**src/rtl/store_commit_if.sv**
```systemverilog
// Upstream instruction, bus request and bus response signals of store_commit.
// The master modport is the committing block; slave is the core/bus side.
interface store_commit_if #(
  parameter int ADDR_W = 64
);
  logic              opcodeValidIn;
  logic              canStoreIn;
  logic              isMemoryAccessDestIn;
  logic [ADDR_W-1:0] memoryAddressDestIn;
  logic [ADDR_W-1:0] storeDataIn;
  logic [7:0]        opcodeIn;
  logic              reqcycOut;
  logic [ADDR_W-1:0] reqOut;
  logic [12:0]       reqtagOut;
  logic              reqackIn;
  logic              respcycIn;
  logic              respackOut;
  logic              stallOut;
  logic              storeDoneOut;
  logic              timeoutErrOut;

  modport master (
    input  opcodeValidIn, canStoreIn, isMemoryAccessDestIn, memoryAddressDestIn,
           storeDataIn, opcodeIn, reqackIn, respcycIn,
    output reqcycOut, reqOut, reqtagOut, respackOut, stallOut, storeDoneOut,
           timeoutErrOut
  );

  modport slave (
    output opcodeValidIn, canStoreIn, isMemoryAccessDestIn, memoryAddressDestIn,
           storeDataIn, opcodeIn, reqackIn, respcycIn,
    input  reqcycOut, reqOut, reqtagOut, respackOut, stallOut, storeDoneOut,
           timeoutErrOut
  );
endinterface

```
**src/rtl/store_commit.sv**
```systemverilog
// Commits one store as an address beat then a data beat, then waits for the write response.
// Optional response watchdog is built only when STORE_COMMIT_TIMEOUT_EN is defined.
module store_commit #(
  parameter int ADDR_W         = 64,
  parameter int TIMEOUT_CYCLES = 1024
) (
  input  logic           clk,
  input  logic           reset,
  store_commit_if.master bus
);

  typedef enum logic [2:0] {IDLE, ADDR, DATA, WAIT_RESP, ACK} stateT;

  localparam logic [3:0] MemSpace = 4'h1;

  if (TIMEOUT_CYCLES < 1) begin : gBadTimeout
    $error("store_commit: TIMEOUT_CYCLES must be at least 1");
  end

  stateT             state;
  logic [ADDR_W-1:0] dataQ;
  logic [ADDR_W-1:0] reqQ;
  logic [12:0]       reqtagQ;
  logic              reqcycQ;
  logic              respackQ;
  logic              doneQ;
  logic              stallQ;
  logic              acceptNow;
  logic              passNow;

`ifdef STORE_COMMIT_TIMEOUT_EN
  localparam int CntW = $clog2(TIMEOUT_CYCLES + 1);
  logic [CntW-1:0] waitCnt;
  logic            timeoutErrQ;
  logic            timeoutNow;

  assign timeoutNow = (waitCnt == CntW'(TIMEOUT_CYCLES - 1));
`endif

  // NOTE: every output of an always_comb gets a default first so no path can infer a latch.
  always_comb begin
    acceptNow = 1'b0;
    passNow   = 1'b0;
    if (state == IDLE && bus.opcodeValidIn && bus.canStoreIn) begin
      acceptNow = bus.isMemoryAccessDestIn;
      passNow   = !bus.isMemoryAccessDestIn;
    end
  end

  // NOTE: state and registered outputs use non-blocking assignments so every flop samples pre-edge values.
  always_ff @(posedge clk) begin
    if (reset) begin
      state    <= IDLE;
      dataQ    <= '0;
      reqQ     <= '0;
      reqtagQ  <= '0;
      reqcycQ  <= 1'b0;
      respackQ <= 1'b0;
      doneQ    <= 1'b0;
      stallQ   <= 1'b0;
`ifdef STORE_COMMIT_TIMEOUT_EN
      waitCnt     <= '0;
      timeoutErrQ <= 1'b0;
`endif
    end else begin
      respackQ <= 1'b0;
      doneQ    <= 1'b0;
      case (state)
        IDLE: begin
          if (acceptNow) begin
            state   <= ADDR;
            dataQ   <= bus.storeDataIn;
            reqQ    <= bus.memoryAddressDestIn;
            reqtagQ <= {1'b0, MemSpace, bus.opcodeIn};
            reqcycQ <= 1'b1;
            stallQ  <= 1'b1;
          end
        end
        ADDR: begin
          if (bus.reqackIn) begin
            state <= DATA;
            reqQ  <= dataQ;
          end
        end
        DATA: begin
          if (bus.reqackIn) begin
            state   <= WAIT_RESP;
            reqcycQ <= 1'b0;
            reqQ    <= '0;
            reqtagQ <= '0;
`ifdef STORE_COMMIT_TIMEOUT_EN
            waitCnt <= '0;
`endif
          end
        end
        WAIT_RESP: begin
          // A response on the final watchdog cycle still wins over the timeout.
          if (bus.respcycIn) begin
            state    <= ACK;
            respackQ <= 1'b1;
            doneQ    <= 1'b1;
          end
`ifdef STORE_COMMIT_TIMEOUT_EN
          else if (timeoutNow) begin
            state       <= IDLE;
            stallQ      <= 1'b0;
            timeoutErrQ <= 1'b1;
          end else begin
            waitCnt <= waitCnt + CntW'(1);
          end
`endif
        end
        ACK: begin
          state  <= IDLE;
          stallQ <= 1'b0;
        end
        default: state <= IDLE;
      endcase
    end
  end

  // IDLE pass-through and same-cycle acceptance must be visible without a register delay.
  assign bus.reqcycOut    = reqcycQ;
  assign bus.reqOut       = reqQ;
  assign bus.reqtagOut    = reqtagQ;
  assign bus.respackOut   = respackQ;
  assign bus.stallOut     = stallQ | acceptNow;
  assign bus.storeDoneOut = doneQ | passNow;
`ifdef STORE_COMMIT_TIMEOUT_EN
  assign bus.timeoutErrOut = timeoutErrQ;
`else
  assign bus.timeoutErrOut = 1'b0;
`endif

endmodule

```
**src/flat_wrapper.sv**
```systemverilog
// flat-port wrapper written by rule: the top's interface ports become plain ports
module store_commit_flat 
#(
  parameter int ADDR_W         = 64,
  parameter int TIMEOUT_CYCLES = 1024
)
  (clk, reset, bus_opcodeValidIn, bus_canStoreIn, bus_isMemoryAccessDestIn, bus_memoryAddressDestIn, bus_storeDataIn, bus_opcodeIn, bus_reqackIn, bus_respcycIn, bus_reqcycOut, bus_reqOut, bus_reqtagOut, bus_respackOut, bus_stallOut, bus_storeDoneOut, bus_timeoutErrOut);
  store_commit_if #(.ADDR_W(ADDR_W)) bus_i ();
  input  logic clk;
  input  logic reset;
  input wire logic [$bits(bus_i.opcodeValidIn)-1:0] bus_opcodeValidIn;
  input wire logic [$bits(bus_i.canStoreIn)-1:0] bus_canStoreIn;
  input wire logic [$bits(bus_i.isMemoryAccessDestIn)-1:0] bus_isMemoryAccessDestIn;
  input wire logic [$bits(bus_i.memoryAddressDestIn)-1:0] bus_memoryAddressDestIn;
  input wire logic [$bits(bus_i.storeDataIn)-1:0] bus_storeDataIn;
  input wire logic [$bits(bus_i.opcodeIn)-1:0] bus_opcodeIn;
  input wire logic [$bits(bus_i.reqackIn)-1:0] bus_reqackIn;
  input wire logic [$bits(bus_i.respcycIn)-1:0] bus_respcycIn;
  output wire logic [$bits(bus_i.reqcycOut)-1:0] bus_reqcycOut;
  output wire logic [$bits(bus_i.reqOut)-1:0] bus_reqOut;
  output wire logic [$bits(bus_i.reqtagOut)-1:0] bus_reqtagOut;
  output wire logic [$bits(bus_i.respackOut)-1:0] bus_respackOut;
  output wire logic [$bits(bus_i.stallOut)-1:0] bus_stallOut;
  output wire logic [$bits(bus_i.storeDoneOut)-1:0] bus_storeDoneOut;
  output wire logic [$bits(bus_i.timeoutErrOut)-1:0] bus_timeoutErrOut;
  assign bus_i.opcodeValidIn = bus_opcodeValidIn;
  assign bus_i.canStoreIn = bus_canStoreIn;
  assign bus_i.isMemoryAccessDestIn = bus_isMemoryAccessDestIn;
  assign bus_i.memoryAddressDestIn = bus_memoryAddressDestIn;
  assign bus_i.storeDataIn = bus_storeDataIn;
  assign bus_i.opcodeIn = bus_opcodeIn;
  assign bus_i.reqackIn = bus_reqackIn;
  assign bus_i.respcycIn = bus_respcycIn;
  assign bus_reqcycOut = bus_i.reqcycOut;
  assign bus_reqOut = bus_i.reqOut;
  assign bus_reqtagOut = bus_i.reqtagOut;
  assign bus_respackOut = bus_i.respackOut;
  assign bus_stallOut = bus_i.stallOut;
  assign bus_storeDoneOut = bus_i.storeDoneOut;
  assign bus_timeoutErrOut = bus_i.timeoutErrOut;
  store_commit #(.ADDR_W(ADDR_W), .TIMEOUT_CYCLES(TIMEOUT_CYCLES)) u_core (.clk(clk), .reset(reset), .bus(bus_i));
endmodule
```
**config.mk**
```make
export PLATFORM = sky130hd
export DESIGN_NAME = store_commit_flat
export DESIGN_NICKNAME = d
export VERILOG_FILES = /design/src/rtl/store_commit_if.sv /design/src/rtl/store_commit.sv /design/src/flat_wrapper.sv
export SDC_FILE = /design/constraint.sdc
export NUM_CORES = 1
export LEC_CHECK = 0
export ABC_AREA = 1
export CAP_MARGIN = 20
export CORE_ASPECT_RATIO = 0.8
export CORE_UTILIZATION = 45
export CTS_BUF_LIST = sky130_fd_sc_hd__clkbuf_8
export CTS_CLUSTER_SIZE = 14
export DETAILED_ROUTE_END_ITERATION = 6
export HOLD_SLACK_MARGIN = 0.02
export PLACE_DENSITY = 0.8
export SYNTH_ARGS = -nofsm -noshare
export SYNTH_HDL_FRONTEND = slang
export SYNTH_SLANG_ARGS = --single-unit
```
**constraint.sdc**
```tcl
create_clock -name clk -period 2.5 [get_ports clk]
set_input_delay 0.25 -clock clk [delete_from_list [all_inputs] [get_ports clk]]
set_output_delay 0.25 -clock clk [all_outputs]
set_load 0.01 [all_outputs]
```
* Word level (Yosys, flattened, before mapping) *
Index checks and enable logic that the tools add are counted.

operators by class
  muxes and demuxes = 19
  bitwise operators = 3
  eq/ne operators = 8
  reduce and logical (&&, ||, !) cells = 13

operators with widths
  kind                count
  $mux 64             3
  $pmux 64 s3         1
  $mux 13             2
  $pmux 13 s2         1
  $mux 3              4
  $pmux 3 s4          1
  $reduce_and 4->1    2
  $eq 3x2->1 const B  2
  $ne 2x2->1 const B  3
  $mux 1              5
  $pmux 1 s2          2
  $reduce_and 2->1    2
  $reduce_bool 2->1   2
  $eq 3x1->1 const B  1
  $eq 3x3->1 const B  1
  $logic_not 3->1     1
  $reduce_and 3->1    1
  $reduce_bool 3->1   1
  $logic_and 1x1->1   2
  $ne 2x1->1 const B  1
  $or 1x1->1          2
  $reduce_or 2->1     1
  $logic_not 1->1     1
  $not 1->1           1

storage, ports and cells
  output and inout port bits = 82
  input port bits = 143
  logic and storage cells = 50
  bits in registers = 147

* Logic depth before layout (Yosys ltp) *
  depth after elaboration = 6
  depth in mapped cells = 11
  gate-level depth less buffers = 8

* Worst setup path before layout *
OpenSTA, ideal clock, no wires.

  kind = flip-flop to flip-flop
  start point = register u_core.state[1]
  end point = register u_core.dataQ[24]
  clock period less this slack = 1,367 ps
  path slack = 1,133 ps
  stages on the path, launching flop included = 10
  data arrival time = 1,238 ps
  path buffers = 3
  setup time = 128 ps
  required time = 2,372 ps
  path through = dfxtp_1 -> buf_2 -> nor2_2 -> nand2_1 -> nor2_2 -> nand2_1 -> buf_4 -> clkbuf_2 -> o21ai_0 -> a21oi_1

between the ends
  word-level cells in the longest chain between the ends = 5

ends and longest elaborated chain
  element                              RTL line                                text
  start: declaration                   store_commit.sv:20                      stateT state;
  start signal: assignment             store_commit.sv:53                      state <= IDLE;
  start signal: assignment             store_commit.sv:71                      state <= ADDR;
  start signal: assignment             store_commit.sv:81                      state <= DATA;
  $logic_not 3->1 *                    store_commit.sv:44, store_commit.sv:68
  $logic_and 1x1->1 (2 in a row)       store_commit.sv:44                      if (state == IDLE && bus.opcodeValidIn && bus.canStoreIn) begin
  $mux 1                               store_commit.sv:44
  $reduce_and 2->1 (no source line) *  --
  end signal: assignment               store_commit.sv:72                      dataQ <= bus.storeDataIn;
  end: declaration                     store_commit.sv:21                      logic [ADDR_W-1:0] dataQ;

Mark *: on every way between the ends. The rest lies on a longest branch, timed or not.
A chain may end at the register's enable or synchronous reset.

* Worst setup path after layout *
  start point = register u_core.state[1]
  end point = output bus_stallOut

between the ends
  word-level cells in the longest chain between the ends = 5

ends and longest elaborated chain
  element                         RTL line             text
  $logic_not 3->1                 store_commit.sv:44
  $logic_and 1x1->1 (2 in a row)  store_commit.sv:44
  $mux 1                          store_commit.sv:44
  $or 1x1->1                      store_commit.sv:127  assign bus.stallOut = stallQ | acceptNow;
  end: declaration                flat_wrapper.sv:23   output wire logic [$bits(bus_i.stallOut)-1:0] bus_stallOut;

No other way between the ends.

==> flow_metrics.env <==
export IMPL_portBuffers=219
export IMPL_grt_pass1_wl_um=26300
export IMPL_slowest_stage="clkdlybuf4s50_1"
export IMPL_post_place_ws_ps=429
export IMPL_worstPathArrival_ps=2020
export IMPL_worst_endpoint_required_ps=2250
export IMPL_synth_cells=921
export IMPL_syn_to_final_growth_pct=41.0
export IMPL_grt_max_degree=139
export IMPL_ys_ff_latch=142
export IMPL_drt_iter0_drc=362
export IMPL_root_buffer="clkbuf_8"
export IMPL_globalplace_congestion=0.786
export IMPL_dpl_cell_area_um2=8430
export IMPL_peakVddDrop_uv=1000
export IMPL_fin_tns_setup_ps=0
export IMPL_drc=0
export IMPL_cts_hold_buf=0
export IMPL_grt_use_total_pct=22.9
export IMPL_avgViaCountPerCell=4.73
export IMPL_ios=225
export IMPL_num_vias=6107
export IMPL_cp_max_fo=7
export IMPL_critPathCaptureType="output pin"
export IMPL_grt_pass1_vias=5535
export IMPL_overflow=0
export IMPL_netlist_area_leader_share_pct=45.3
export IMPL_htree_num_levels=4
export IMPL_clk_pin_slew_ps=80
export IMPL_routed_wl_um=16300
export IMPL_p_per_area_nw_per_um2=1010
export IMPL_hold_viol=0
export IMPL_skew_ps=14.2
export IMPL_cp_start_kind="register"
export IMPL_cap_violations=0
export IMPL_tightest_slew_ps=843
export IMPL_layout_drive_gt1_share_pct=4.23
export IMPL_dieArea_um2=14400
export IMPL_avgSynthCellArea_um2=6.82
export IMPL_crit_type="reg -> out"
export IMPL_antenna_cells=0
export IMPL_final_setup_worst_slack_ps=227
export IMPL_drtAntennaViolNets=0
export IMPL_die_y_um=108
export IMPL_post_route_cell_area_um2=8860
export IMPL_period_share_pct=90.9
export IMPL_yosysTopAreaCell="dfxtp_1"
export IMPL_cts_sinks=142
export IMPL_wire_per_inst_um=12.6
export IMPL_status="finished, final reports clean"
export IMPL_coreArea_um2=13600
export IMPL_synth_warnings=0
export IMPL_die_w_um=134
export IMPL_slew_headroom_pct=43.8
export IMPL_grt_setup_unrepaired="no"
export IMPL_cts_repair_resized=0
export IMPL_dp_hpwl_um=10200
export IMPL_rows=38
export IMPL_power_mw=8.98
export IMPL_fmax_ghz=0.440
export IMPL_fin_crit_ps=2270
export IMPL_hold_class="in -> reg"
export IMPL_synth_area_top_cells="dfxtp_1 (45%), o21ai_0 (10%), nand2_1 (8.8%)"
export IMPL_dr_pass1_iters=5
export IMPL_fillers=1243
export IMPL_synth_distinct_cells=21
export IMPL_p_leak_nw=3.77
export IMPL_nets=1242
export IMPL_worstPathCellList="nor2_2 > nand2_1 > nor2_2 > nand2_4 > nand2_1 > clkdlybuf4s50_1"
export IMPL_setup_viol=0
export IMPL_cts_tree="built"
export IMPL_post_cts_buffers=0
export IMPL_insertion_delay_ps=420
export IMPL_slew_violations=0
export IMPL_cp_slowest_stage_delay_ps=580
export IMPL_clockBufferDepth=2
export IMPL_antenna_found_initial=0
export IMPL_cts_buffers=17
export IMPL_netlist_area_um2=6280
export IMPL_start_util_pct=46.2
export IMPL_ys_seq_area_share_pct=45.3
## logic make-up (layout without fill, tap and decap cells)
kind of cell | Yosys count | in the layout | synth area share, %
simple gates | 364 | 364 | 23.5
compound gates | 205 | 205 | 16.5
buf+inv | 209 | 396 | 14.7
other cells | 1 | 5 | 0.0597
flops | 142 | 142 | 45.3
## per-stage QoR
| step | utilization, % | instances | hold WS [ps] |
|---|---|---|---|
| global placement | 62.0 | 1260 | 433 |
| detailed placement | 62.0 | 1260 | 438 |
| global route | 65.1 | 1292 | 356 |
| finish | 65.1 | 1292 | 382 |
| floorplan | - | 925 | 319 |
| CTS | 65.1 | 1292 | 349 |
## final timing paths
kind,to,slack (ps),startpoint,depth (start not counted)
hold / removal,u_core.bus.reqtagOut[5]$_SDFFE_PP0P_,380,bus_opcodeIn[5],3
setup / recovery,bus_stallOut,230,u_core.state[1]$_SDFFE_PP0P_,6
setup reg to reg,u_core.bus.reqOut[5]$_SDFFE_PP0P_,490,u_core.state[0]$_SDFFE_PP0P_,9
hold reg to reg,u_core.dataQ[51]$_SDFFE_PP0P_,450,u_core.dataQ[51]$_SDFFE_PP0P_,2
## worst max-delay path, delay by kind of cell, from the launching register on
| family | cells | cell delay [ps] |
|---|---|---|
| flops | 1 | 390 |
| simple gates | 5 | 640 |
| buf+inv | 1 | 580 |
## sequential cells by signal, indices dropped and copies added, names as in the netlist
signal / flops
u_core.stallQ: 1
u_core.state: 3
u_core.bus.reqtagOut: 9
u_core.bus.reqOut: 64
u_core.bus.respackOut: 1
u_core.dataQ: 64
## area by class of cell
cell class,instances,area (um^2),area share [%]
clock buffers,17,234,2.64
multi-input cells,574,2550,28.8
clock inverters,15,194,2.19
well taps,180,225,2.54
inverters,137,515,5.82
repair buffers,227,2290,25.9
flip-flops and latches,142,2840,32.1
## synthesized netlist by cell type
| library cell | number |
|---|---|
| nor2_1 | 136 |
| clkbuf_2 | 2 |
| conb_1 | 1 |
| nand2_1 | 148 |
| buf_4 | 14 |
| o21ai_0 | 128 |
| nand3_1 | 74 |
| nand4_1 | 2 |
| a21o_1 | 1 |
| clkbuf_1 | 25 |
| nor3_1 | 1 |
| inv_2 | 1 |
| a21oi_1 | 74 |
| nand3_2 | 1 |
| buf_2 | 24 |
| dfxtp_1 | 142 |
| inv_1 | 136 |
| nor2_2 | 2 |
| o211ai_1 | 1 |
| buf_6 | 7 |
| o21ai_2 | 1 |
## per-layer routing
metal	global-route usage, %	vias to the layer above	part of all wire, %
met3	6.54	8	8.1
li1	-	3209	-
met4	7.54	0	0.69
met2	37.3	175	46
met5	0	-	0
met1	29.2	2715	45
## placed cells by master, fill, tap and decap left out, drive strengths merged
cell type      netlist  routed
clkdlybuf4s50        0     219
nand2              148     148
dfxtp              142     142
inv                137     141
nor2               138     138
o21ai              129     129
nand3               75      75
a21oi               74      74
clkbuf              27      17
buf                 45       8
conb                 1       5
clkinvlp             0       4
bufinv               0       4
clkinv               0       3
nand4                2       2
a21o                 1       1
o211ai               1       1
nor3                 1       1
## power by group
group	total [mW]	switching, mW	internal [mW]
logic	3.99	2.34	1.65
clock network	1.98	0.896	1.09
registers	3.00	0.232	2.77
Power figures use the tool's default switching activity.
